===== config.mk =====
export PLATFORM = sky130hd
export DESIGN_NAME = ex_stage
export DESIGN_NICKNAME = d
export VERILOG_FILES = /design/src/rtl/alu_pkg.sv /design/src/rtl/alu.sv /design/src/rtl/ex_stage.sv
export SDC_FILE = /design/constraint.sdc
export NUM_CORES = 1
export LEC_CHECK = 0
export CAP_MARGIN = 20
export CORE_ASPECT_RATIO = 0.9
export CORE_MARGIN = 8
export CORE_UTILIZATION = 45
export CTS_CLUSTER_SIZE = 24
export DETAILED_ROUTE_END_ITERATION = 10
export DONT_BUFFER_PORTS = 1
export HOLD_SLACK_MARGIN = 0.15
export MAX_ROUTING_LAYER = met4
export PLACE_DENSITY_LB_ADDON = 0.05
export RECOVER_POWER = 100
export SETUP_SLACK_MARGIN = 0.2
export SLEW_MARGIN = 15
export SYNTH_ARGS = -nofsm -noshare
export SYNTH_HDL_FRONTEND = slang
export SYNTH_SLANG_ARGS = --single-unit

===== constraint.sdc =====
create_clock -name clk -period 4 [get_ports clk]
set_input_delay 0.6 -clock clk [delete_from_list [all_inputs] [get_ports clk]]
set_output_delay 0.6 -clock clk [all_outputs]
set_load 0.01 [all_outputs]

===== src/rtl/alu_pkg.sv =====
// rtl/alu_pkg.sv - ALU operation, flag and ARM condition-code types shared by the execute stage
package alu_pkg;

    typedef enum logic [2:0] {
        ALU_ADD = 3'd0,
        ALU_SUB = 3'd1,
        ALU_AND = 3'd2,
        ALU_ORR = 3'd3,
        ALU_EOR = 3'd4
    } alu_op_t;

    typedef struct packed {
        logic n;
        logic z;
        logic c;
        logic v;
    } alu_flags_t;

    typedef enum logic [3:0] {
        COND_EQ = 4'd0,
        COND_NE = 4'd1,
        COND_CS = 4'd2,
        COND_CC = 4'd3,
        COND_MI = 4'd4,
        COND_PL = 4'd5,
        COND_VS = 4'd6,
        COND_VC = 4'd7,
        COND_HI = 4'd8,
        COND_LS = 4'd9,
        COND_GE = 4'd10,
        COND_LT = 4'd11,
        COND_GT = 4'd12,
        COND_LE = 4'd13,
        COND_AL = 4'd14
    } cond_t;

    // Encoding 4'b1111 falls into the default and passes like AL.
    function automatic logic cond_pass(input cond_t cond, input alu_flags_t f);
        case (cond)
            COND_EQ: return f.z;
            COND_NE: return !f.z;
            COND_CS: return f.c;
            COND_CC: return !f.c;
            COND_MI: return f.n;
            COND_PL: return !f.n;
            COND_VS: return f.v;
            COND_VC: return !f.v;
            COND_HI: return f.c && !f.z;
            COND_LS: return !f.c || f.z;
            COND_GE: return f.n == f.v;
            COND_LT: return f.n != f.v;
            COND_GT: return !f.z && (f.n == f.v);
            COND_LE: return f.z || (f.n != f.v);
            default: return 1'b1;
        endcase
    endfunction

endpackage


===== src/rtl/alu.sv =====
// rtl/alu.sv - combinational 32-bit ALU with NZCV flag generation
module alu
    import alu_pkg::*;
(
    input  alu_op_t     op,
    input  logic [31:0] a,
    input  logic [31:0] b,
    output logic [31:0] result,
    output alu_flags_t  flags
);

    logic [32:0] sum;
    logic [32:0] diff;

    assign sum  = {1'b0, a} + {1'b0, b};
    assign diff = {1'b0, a} - {1'b0, b};

    always_comb begin
        result = 32'd0;
        flags  = '0;
        case (op)
            ALU_ADD: begin
                result  = sum[31:0];
                flags.c = sum[32];
                flags.v = (a[31] == b[31]) && (sum[31] != a[31]);
            end
            ALU_SUB: begin
                result  = diff[31:0];
                // Carry is the inverted borrow out of the subtraction.
                flags.c = !diff[32];
                flags.v = (a[31] != b[31]) && (diff[31] != a[31]);
            end
            ALU_AND: result = a & b;
            ALU_ORR: result = a | b;
            ALU_EOR: result = a ^ b;
            default: result = 32'd0;
        endcase
        flags.n = result[31];
        flags.z = (result == 32'd0);
    end

endmodule


===== src/rtl/ex_stage.sv =====
// rtl/ex_stage.sv - execute stage: condition check, ALU, APSR update and registered writeback
module ex_stage
    import alu_pkg::*;
#(
    parameter int RD_W  = 4,
    parameter int CNT_W = 32
) (
    input  logic             clk,
    input  logic             rst_n,
    input  logic             flush,
    input  logic             in_valid,
    output logic             in_ready,
    input  alu_op_t          in_opcode,
    input  logic [31:0]      in_op1,
    input  logic [31:0]      in_op2,
    input  logic [RD_W-1:0]  in_rd,
    input  logic             in_we,
    input  logic             in_set_flags,
    input  logic [3:0]       in_cond,
    output logic             wb_valid,
    input  logic             wb_ready,
    output logic [31:0]      wb_data,
    output logic [RD_W-1:0]  wb_rd,
    output logic             wb_we,
    output alu_flags_t       apsr_flags,
    output logic [CNT_W-1:0] retired_count
);

    logic             wb_valid_q, wb_valid_d;
    logic [31:0]      wb_data_q, wb_data_d;
    logic [RD_W-1:0]  wb_rd_q, wb_rd_d;
    logic             wb_we_q, wb_we_d;
    alu_flags_t       flags_q, flags_d;
    logic [CNT_W-1:0] cnt_q, cnt_d;

    logic        accept;
    logic        cond_ok;
    logic [31:0] alu_result;
    alu_flags_t  alu_flags;

    alu u_alu (
        .op     (in_opcode),
        .a      (in_op1),
        .b      (in_op2),
        .result (alu_result),
        .flags  (alu_flags)
    );

    assign in_ready = !flush && (!wb_valid_q || wb_ready);
    assign accept   = in_valid && in_ready;
    assign cond_ok  = cond_pass(cond_t'(in_cond), flags_q);

    always_comb begin
        wb_valid_d = wb_valid_q;
        wb_data_d  = wb_data_q;
        wb_rd_d    = wb_rd_q;
        wb_we_d    = wb_we_q;
        flags_d    = flags_q;
        cnt_d      = cnt_q;
        if (flush) begin
            wb_valid_d = 1'b0;
            wb_we_d    = 1'b0;
        end else if (accept) begin
            wb_valid_d = 1'b1;
            wb_data_d  = alu_result;
            wb_rd_d    = in_rd;
            wb_we_d    = in_we && cond_ok;
            cnt_d      = cnt_q + 1'b1;
            if (in_set_flags && cond_ok) begin
                // Logical and unknown ops only touch N and Z; C and V survive.
                flags_d.n = alu_flags.n;
                flags_d.z = alu_flags.z;
                if (in_opcode == ALU_ADD || in_opcode == ALU_SUB) begin
                    flags_d.c = alu_flags.c;
                    flags_d.v = alu_flags.v;
                end
            end
        end else if (wb_valid_q && wb_ready) begin
            wb_valid_d = 1'b0;
        end
    end

    always_ff @(posedge clk or negedge rst_n) begin
        if (!rst_n) begin
            wb_valid_q <= 1'b0;
            wb_data_q  <= 32'd0;
            wb_rd_q    <= '0;
            wb_we_q    <= 1'b0;
            flags_q    <= '0;
            cnt_q      <= '0;
        end else begin
            wb_valid_q <= wb_valid_d;
            wb_data_q  <= wb_data_d;
            wb_rd_q    <= wb_rd_d;
            wb_we_q    <= wb_we_d;
            flags_q    <= flags_d;
            cnt_q      <= cnt_d;
        end
    end

    assign wb_valid      = wb_valid_q;
    assign wb_data       = wb_data_q;
    assign wb_rd         = wb_rd_q;
    assign wb_we         = wb_we_q;
    assign apsr_flags    = flags_q;
    assign retired_count = cnt_q;

endmodule


==> results of run 1 <==
[power groups by stage]
stage	sequential [uW]	combinational [uW]	clock, uW
2_1_floorplan	998	787	0
3_3_place_gp	1060	1130	0
4_1_cts	1050	1150	881
6_report	1040	1160	870
3_5_place_dp	1060	1130	0
5_1_grt	1060	1270	915
[layer usage]
metal | GRT usage [%] | wire length, um | up-vias
li1 | - | - | 4372
met1 | 35.8 | 14700 | 4317
met2 | 39.7 | 14100 | 394
met3 | 4.54 | 3000 | 37
met4 | 6.75 | 737 | 0
met5 | - | 0 | -
[worst register-to-register path: stages (launching register included)]
cell and delay, ps:
dfrtp_1 410, nor2b_1 180, nor3b_1 910, o311a_1 310, nand3_1 90, and4b_1 260, and3_1 210, nand4_1 100
and4bb_1 300, and4_1 190, nand4_1 110, o41ai_2 280
[flip-flops by register name, indices dropped and copies added, names as in the netlist]
name and flops:
wb_data 32, wb_rd 4, retired_count 32, wb_valid 1, wb_we 1, apsr_flags 4
[placed cells by master (no fill, tap or decap), drive strengths merged, types with 18 or more instances in the layout]
master / instances
nor2: 102
buf: 84
nand2: 143
a21oi: 91
ha: 104
nand3: 39
o211ai: 27
o21ai: 61
xnor2: 33
o31ai: 19
nand4: 18
inv: 105
a211oi: 28
nor3: 34
dfrtp: 74
[repair_timing]
action | CTS | global route
endpoints found under the hold margin | 74 | 0
resized for setup | 1 | 5
pin swaps | 0 | 2
buffers inserted | 0 | 1
endpoints found under the setup margin | 1 | 1
hold buffers | 1 | 0
[logic make-up (layout without fill, tap and decap cells)]
kind of cell / count (synthesis) / count (layout) / share of synthesized area [%]
buf+inv: 169 / 211 / 7.53
compound gates: 360 / 360 / 28.0
fa+ha+maj: 106 / 106 / 15.0
flops: 74 / 74 / 20.7
simple gates: 429 / 429 / 22.8
mux: 14 / 14 / 1.80
xor+xnor: 44 / 44 / 4.30
[cell type report]
class | instances | share of cell area, %
Sequential cell | 74 | 18.5
Clock buffer | 10 | 2.29
Timing Repair Buffer | 90 | 6.67
Inverter | 105 | 3.94
Multi-Input combinational cell | 953 | 64.5
Tap cell | 255 | 3.19
Clock inverter | 6 | 0.901
[per-stage QoR]
step / power, uW / worst slack [ps] / instances / TNS [ps]
floorplan: 1780 / 340 / 1196 / 0
global placement: 2190 / -52.2 / 1475 / -52.2
detailed placement: 2190 / -130 / 1475 / -130
CTS: 3080 / 265 / 1492 / 0
global route: 3250 / 107 / 1493 / 0
finish: 3080 / 294 / 1493 / 0
[how the worst max path moves through the flow]
stage          startpoint                         to  slack (ps)  depth (start not counted)
2_1_floorplan   in_op1[0]  apsr_flags[2]$_DFFE_PN0P_         340                         13
3_3_place_gp    in_op1[0]  apsr_flags[2]$_DFFE_PN0P_         -50                         13
3_5_place_dp    in_op1[0]  apsr_flags[2]$_DFFE_PN0P_        -130                         13
4_1_cts         in_op1[0]  apsr_flags[2]$_DFFE_PN0P_         260                         13
5_1_grt         in_op2[4]    wb_data[25]$_DFFE_PN0P_         110                         16
6_report        in_op1[4]  apsr_flags[2]$_DFFE_PN0P_         290                         14
==> flow_summary.ini, run 1 <==
[die]
ioPinCount = 157
die-area_um2 = 24700
rows = 49
fp.dieH_um = 150
start_util_pct = 45.4
coreArea_um2 = 19700
die_x_um = 165

[setup_path]
worstRegToRegCells = 11
startpoint_type = input pin
r2r_end = apsr_flags[2]$_DFFE_PN0P_
max_stage_delay_ps = 390
slowest_stage = a311oi_1
worstSetupPathType = input pin to flip-flop
crit_family = compound AO/OA/AOI/OAI gates
rrSetupSlack_ps = 560
cp_data_required_time_ps = 4230
path_cells = inv_1, ha_1, and3_1, a221oi_2, a311o_1, a211oi_1, buf_4, o31a_2, buf_4, a311oi_1, a31oi_1, a221oi_2, nand4_1, o41ai_2
worstSetupEndpointType = flip-flop
critPathBufInv = 3
cp.arrival_ps = 3930
r2r_start = wb_valid$_DFFE_PN0P_
path_max_fanout = 5

[place]
dp_hpwl_um = 25600
numPortBuffers = 0
gp_congestion = 0.972
dpl-instance-area_um2 = 9690

[yosys]
synth_fp_nets = 1384
synth_cells = 1196
synthFlopType = dfrtp_1
yosys.area.top_type = dfrtp_1
netlist_area_um2 = 8970
synth_enable_flop_cells = 0
ys.warnings.count = 0
yosysTopAreaCellShare_pct = 20.7
synth_common_cells = nand2_1, ha_1, inv_1, nor2_1, a21oi_1
syn_area_per_cell_um2 = 7.50
synth.distinct_cells = 87
ys_ff_latch = 74
synth.top_cells.by_area = dfrtp_1, ha_1, nand2_1
async_flop_share_pct = 100
ys_seq_area_share_pct = 20.7
yosysMostFrequentCell = nand2_1

[global_route]
grt_pass1_vias = 8710
grt_max_degree = 78
grt_overflow_total = 0
grt_first_pass_wirelength_um = 49900
grt_usage_pct = 26.3
antenna_found_initial = 0

[sta]
finalSetupViolations = 0
hold_violations = 0
max_slew_margin_pct = -40.7
rsz0062_at_grt = false
holdWs_ps = 335
clock_skew_ps = 5.22
max_slew.worst_pin.slew_ps = 2110
slew_viol_final = 129
post-route-min-period_ps = 3710
fin_crit_sh_pct = 92.6
fmax_mhz = 270

[pwr]
power.switching_uw = 1200
clock_power_share_pct = 28.3
p_leak_uw = 0.00462
p_int_uw = 1870
seqPwrFrac_pct = 34.0
swShare_pct = 39.1
peakVddDrop_v = 0.000236
power.density_nw_per_um2 = 307
combPwrFrac_pct = 37.7

[min_path]
min_to = wb_valid$_DFFE_PN0P_
hold_start = flush
hp-class = input pin to flip-flop
whs_path_depth = 1

[clocking]
clk_pin_slew_ps = 60
cts_tree = yes
root_buffer = clkbuf_16
cts-buffers-inserted = 9
cts_buffer_depth = 2
cts.sinks = 74
clkLatencyLatePin_ps = 330
htreeDepth = 3

[routing]
wl_um = 32500
wl_per_cell_um = 21.8
drt_iter0_markers = 899
first_pass_iters = 5
vias = 9120
avgViaCountPerCell = 6.11
drc = 0
postRouteAntennaNets = 0

[cells_and_area]
synthToLayoutAreaGrowth_pct = 11.5
final_util_pct = 50.7
diodes = 0
final_area_um2 = 10000
multiInputGateArea_um2 = 6450
final-seq-area_um2 = 1850
nNetsFinal = 1421
drive_gt1_share_pct = 11.8
fill_cells = 2010

[status]
status = finished with violations
violations = capacitance limit, slew limit

[flow_run]
maxCapViolCount = 2
(Power assumes the default switching activity.)
==> run 2: changes to the inputs <==
--- a/config.mk
+++ b/config.mk
@@ -17,7 +17,9 @@
 export PLACE_DENSITY_LB_ADDON = 0.05
 export RECOVER_POWER = 100
 export SETUP_SLACK_MARGIN = 0.2
+export SKIP_LAST_GASP = 1
 export SLEW_MARGIN = 15
 export SYNTH_ARGS = -nofsm -noshare
 export SYNTH_HDL_FRONTEND = slang
+export SYNTH_HIERARCHICAL = 1
 export SYNTH_SLANG_ARGS = --single-unit
==> flow_summary.ini, run 2 <==
[status]
status = finished with violations
violations = capacitance limit, slew limit, setup timing

[place]
place_inst = 1532
numPortBuffers = 0
gp_congestion = 0.953
dpl-instance-area_um2 = 10700
dp_hpwl_um = 24800

[yosys]
synth_cells = 1087
synth.top_cells.by_area = dfrtp_1, ha_1, mux2_2
synthAdderAreaFrac_pct = 15.3
synth_enable_flop_cells = 0
synthMuxAreaShare_pct = 6.47
synth.distinct_cells = 88
synth_xor_area_share_pct = 4.84
ys_ff_latch = 74
yosys.area.top_type = dfrtp_1
yosysTopAreaCellShare_pct = 21.3
ys_seq_area_share_pct = 21.3
synthFlopType = dfrtp_1
ys.warnings.count = 6
synth_compound_area_share_pct = 24.8
async_flop_share_pct = 100
synth_top_family_by_area = compound AO/OA/AOI/OAI gates
yosysMostFrequentCell = ha_1
synth_common_cells = ha_1, inv_1, nor2_1
netlist_area_um2 = 8680
synthSimpleGateAreaFrac_pct = 20.3
syn_area_per_cell_um2 = 7.98
synth_fp_nets = 1274

[routing]
drt_iter0_markers = 891
wl_um = 31800
drc = 0
avgViaCountPerCell = 5.87
wl_per_cell_um = 20.5
vias = 9103
postRouteAntennaNets = 0
first_pass_iters = 5

[clocking]
root_buffer = clkbuf_16
cts.sinks = 74
clkLatencyLatePin_ps = 350
cts_tree = yes
cts_buffer_depth = 2
clk_pin_slew_ps = 60
cts-buffers-inserted = 9
htreeDepth = 3

[cells_and_area]
final_area_um2 = 11200
final_util_pct = 59.1
drive_gt1_share_pct = 29.0
fill_cells = 1775
synthToLayoutAreaGrowth_pct = 29.6
diodes = 0
final_cell_count_no_fill = 1552
final-seq-area_um2 = 1850
final_common_cell = buf_4
layout_common_cells = buf_4, inv_1, ha_1
nNetsFinal = 1484
multiInputGateArea_um2 = 6430

[setup_path]
worstSetupPathType = input pin to flip-flop
worstSetupEndpointType = flip-flop
worstRegToRegCells = 7
startpoint_type = input pin
cp.arrival_ps = 4750
path_max_fanout = 6
cp_data_required_time_ps = 4290

[sta]
worst_slack_ps = -469
slew_viol_final = 106
max_slew_margin_pct = -29.6
finalSetupViolations = 2
clock_skew_ps = 10.6
max_slew.worst_pin.slew_ps = 1940
rsz0062_at_grt = true
fin_crit_sh_pct = 112
post-route-min-period_ps = 4470
holdWs_ps = 318
hold_violations = 0
fmax_mhz = 224

[pwr]
power.density_nw_per_um2 = 307
p_int_uw = 2210
combPwrFrac_pct = 39.2
p_leak_uw = 0.00534
power.switching_uw = 1240
swShare_pct = 35.9
p_total_uw = 3450
clock_power_share_pct = 30.3
seqPwrFrac_pct = 30.5
peakVddDrop_v = 0.000183

[die]
coreArea_um2 = 19000
start_util_pct = 45.6
ioPinCount = 157
die_x_um = 162
fp.dieH_um = 148
rows = 48
die-area_um2 = 24000

[global_route]
grt_pass1_vias = 8955
antenna_found_initial = 0
grt_first_pass_wirelength_um = 50600
grt_max_degree = 75
grt_usage_pct = 27.0
grt_overflow_total = 0

[min_path]
whs_path_depth = 1
hp-class = input pin to flip-flop

[flow_run]
maxCapViolCount = 2
-- run 2: changes by cell type after synthesis, moves of 6 or more --
cell / previous run / this run
a211oi_1: 28 / 16
buf_2: 18 / 12
mux2_2: 7 / 41
nand2_1: 143 / 85
o211ai_1: 27 / 17
nor2_1: 101 / 92
a21oi_1: 87 / 80
xnor2_1: 33 / 40
a31oi_1: 16 / 7
nor3_1: 34 / 17
o21ai_0: 59 / 53
a21o_1: 16 / 9
or3_1: 11 / 3
-- run 2: stage by stage --
stage / setup slack, ps / TNS, ps
final: -469 / -587
after global routing: -585 / -777
after floorplan: -681 / -681
after detailed placement: -1160 / -2590
after CTS: -488 / -488
after global placement: -927 / -2350
-- run 2: cell families after synthesis --
family / count (synthesis)
and+or+nand+nor: 344
AOI/OAI and AO/OA: 312
buffers and inverters: 153
adders and majority gates: 105
DFF: 74
muxes: 51
xor gates and xnor gates: 48
-- run 2: final timing paths --
path / slack (ps) / from / endpoint
setup / recovery: -470 / in_op2[5] / apsr_flags[2]$_DFFE_PN0P_
hold / removal: 320 / flush / wb_valid$_DFFE_PN0P_
setup reg to reg: 400 / wb_valid$_DFFE_PN0P_ / retired_count[6]$_DFFE_PN0P_
hold reg to reg: 550 / retired_count[9]$_DFFE_PN0P_ / retired_count[9]$_DFFE_PN0P_
max in group asynchronous: 2060 / rst_n / wb_data[21]$_DFFE_PN0P_
min in group asynchronous: 770 / rst_n / wb_rd[0]$_DFFE_PN0P_
-- run 2: final cells by class --
type	count	share of cell area, %
Clock buffer	10	2.04
Clock inverter	6	1.22
Inverter	97	3.35
Multi-Input combinational cell	860	57.2
Sequential cell	74	16.5
Tap cell	250	2.78
Timing Repair Buffer	255	16.9
-- run 2: repair_timing --
action                                  4_1_cts  5_1_grt
endpoints found under the setup margin        5        8
hold buffers                                  1        0
setup buffers                                 0        3
pin swaps                                    10       14
hold endpoints to repair                     74        0
gates resized for setup                      25       33
-- run 2: metal layers --
layer / wire length [um] / vias up / part of all wire [%] / global-route usage (%)
li1: - / 4341 / - / -
met1: 14300 / 4410 / 45 / 36.2
met2: 14700 / 316 / 46 / 41.6
met3: 2140 / 36 / 6.7 / 4.95
met4: 637 / 0 / 2.0 / 6.34
met5: 0 / - / 0 / -
-- run 2: worst max-delay path, stage by stage --
cell       delay [ps]
inv_1              60
ha_2              310
nor3_1            280
o21ai_2           110
a311oi_1          330
buf_4             190
nor2_1             40
xnor2_1           150
a2111oi_1         340
nor4b_4           270
or4b_1            440
or4_1             420
or4_4             430
or4_4             440
nor4_4            150
mux2_4            190
-- run 2: power by group through the flow --
stage	clock network [uW]	logic, uW	registers (uW)
after floorplan	0	745	1010
after global placement	0	1260	1070
after detailed placement	0	1260	1070
after CTS	1070	1310	1060
after global routing	1100	1470	1070
final	1050	1350	1050
==> run 3: changes to the inputs <==
--- a/config.mk
+++ b/config.mk
@@ -11,7 +11,7 @@
 export CORE_UTILIZATION = 45
 export CTS_CLUSTER_SIZE = 24
 export DETAILED_ROUTE_END_ITERATION = 10
-export DONT_BUFFER_PORTS = 1
+export GPL_ROUTABILITY_DRIVEN = 0
 export HOLD_SLACK_MARGIN = 0.15
 export MAX_ROUTING_LAYER = met4
 export PLACE_DENSITY_LB_ADDON = 0.05
==> flow_summary.ini, run 3 (synthesis results as in run 2) <==
[sta]
fmax_mhz = 205
clock_skew_ps = 15.2
rsz0062_at_grt = true
finalSetupViolations = 1
hold_violations = 0
max_slew_margin_pct = -2.69
fin_crit_sh_pct = 122
worst_slack_ps = -886
post-route-min-period_ps = 4890
slew_viol_final = 59
max_slew.worst_pin.slew_ps = 1540

[place]
dpl-instance-area_um2 = 12700
place_inst = 1742
pre_cts_ws_ps = -1620
numPortBuffers = 156
dp_hpwl_um = 25500

[routing]
wl_per_cell_um = 19.2
avgViaCountPerCell = 5.82
vias = 10504
postRouteAntennaNets = 0
wl_um = 34600
drt_iter0_markers = 865
drc = 0
first_pass_iters = 5

[cells_and_area]
fill_cells = 1403
final_cell_count_no_fill = 1806
drive_gt1_share_pct = 38.4
final_common_cell = buf_4
final-seq-area_um2 = 1850
diodes = 0
layout_common_cells = buf_4, nor2_1, nand2_1
multiInputGateArea_um2 = 7140
final_area_um2 = 14400
final_util_pct = 75.4
synthToLayoutAreaGrowth_pct = 65.4
nNetsFinal = 1739

[global_route]
grt_overflow_total = 0
antenna_found_initial = 0
grt_pass1_vias = 10045
grt_first_pass_wirelength_um = 52500
grt_usage_pct = 27.7
grt_max_degree = 75

[clocking]
cts-buffers-inserted = 9
cts.sinks = 74
clkLatencyLatePin_ps = 350
root_buffer = clkbuf_16
clk_pin_slew_ps = 70
cts_tree = yes
htreeDepth = 3
cts_buffer_depth = 2

[die]
rows = 48
die-area_um2 = 24000
coreArea_um2 = 19000
fp.dieH_um = 148
die_x_um = 162
ioPinCount = 157
start_util_pct = 45.6

[pwr]
p_leak_uw = 0.00688
peakVddDrop_v = 0.000209
power.density_nw_per_um2 = 275

[setup_path]
cp.arrival_ps = 5180
worstSetupEndpointType = flip-flop
worstSetupPathType = input pin to flip-flop
path_max_fanout = 3
startpoint_type = input pin
cp_data_required_time_ps = 4300

[status]
status = finished with violations
violations = capacitance limit, slew limit, setup timing

[min_path]
hp-class = flip-flop to flip-flop

[flow_run]
maxCapViolCount = 1
## run 3: power by group
| group | total, uW | switching (uW) | leakage [uW] | internal (uW) |
|---|---|---|---|---|
| clock | 981 | 370 | 0.000162 | 611 |
| combinational | 2010 | 976 | 0.00575 | 1030 |
| sequential | 952 | 89.3 | 0.000965 | 863 |
| total | 3940 | 1440 | 0.00688 | 2510 |
## run 3: final timing paths
path,start,cells past startpoint,slack [ps],endpoint
setup / recovery,in_op1[0],21,-890,apsr_flags[2]$_DFFE_PN0P_
hold reg to reg,retired_count[31]$_DFFE_PN0P_,1,480,retired_count[31]$_DFFE_PN0P_
hold / removal,retired_count[31]$_DFFE_PN0P_,1,480,retired_count[31]$_DFFE_PN0P_
min in group asynchronous,rst_n,2,920,retired_count[30]$_DFFE_PN0P_
setup reg to reg,wb_valid$_DFFE_PN0P_,6,1070,retired_count[3]$_DFFE_PN0P_
max in group asynchronous,rst_n,3,1020,wb_data[15]$_DFFE_PN0P_
## run 3: final cells by class
cell class	instances	area share, %
multi-input cells	860	49.8
repair buffers	510	30.1
flip-flops and latches	74	12.9
inverters	97	2.64
well taps	250	2.18
clock buffers	9	1.57
clock inverters	6	0.802
## run 3: metal layers
layer  up-vias  wire length [um]  track usage (%)
li1       4870                 -                -
met1      4962             14400             34.9
met2       519             15800             43.8
met3       153              2720             4.89
met4         0              1710             9.99
met5         -                 0                -
## run 3: critical path, stage by stage
cell and delay [ps]:
buf_6 90, buf_8 120, inv_12 40, ha_4 120, inv_2 40, fa_2 340
nor2b_4 150, o21ai_2 150, buf_4 150, a311oi_4 110, buf_4 160, o21ai_0 410
a21o_1 180, a21oi_1 60, a211o_1 230, or4b_1 510, or4_4 420, or4_4 430
or4_4 420, nor4_2 270, mux2_4 170
## run 3: repair_timing
item                       4_1_cts  5_1_grt
hold buffers                     0        1
setup endpoints to repair       16       14
setup buffers                   20       27
pin swaps                       46       68
hold endpoints to repair         0       16
gates resized for setup        125      160
## run 3: through the flow
stage	TNS [ps]	power [uW]	hold slack, ps
4_1_cts	-1140	3830	465
6_report	-886	3940	480
3_5_place_dp	-9570	2720	475
5_1_grt	-1030	4130	493
3_3_place_gp	-8700	2700	462
2_1_floorplan	-681	1760	304
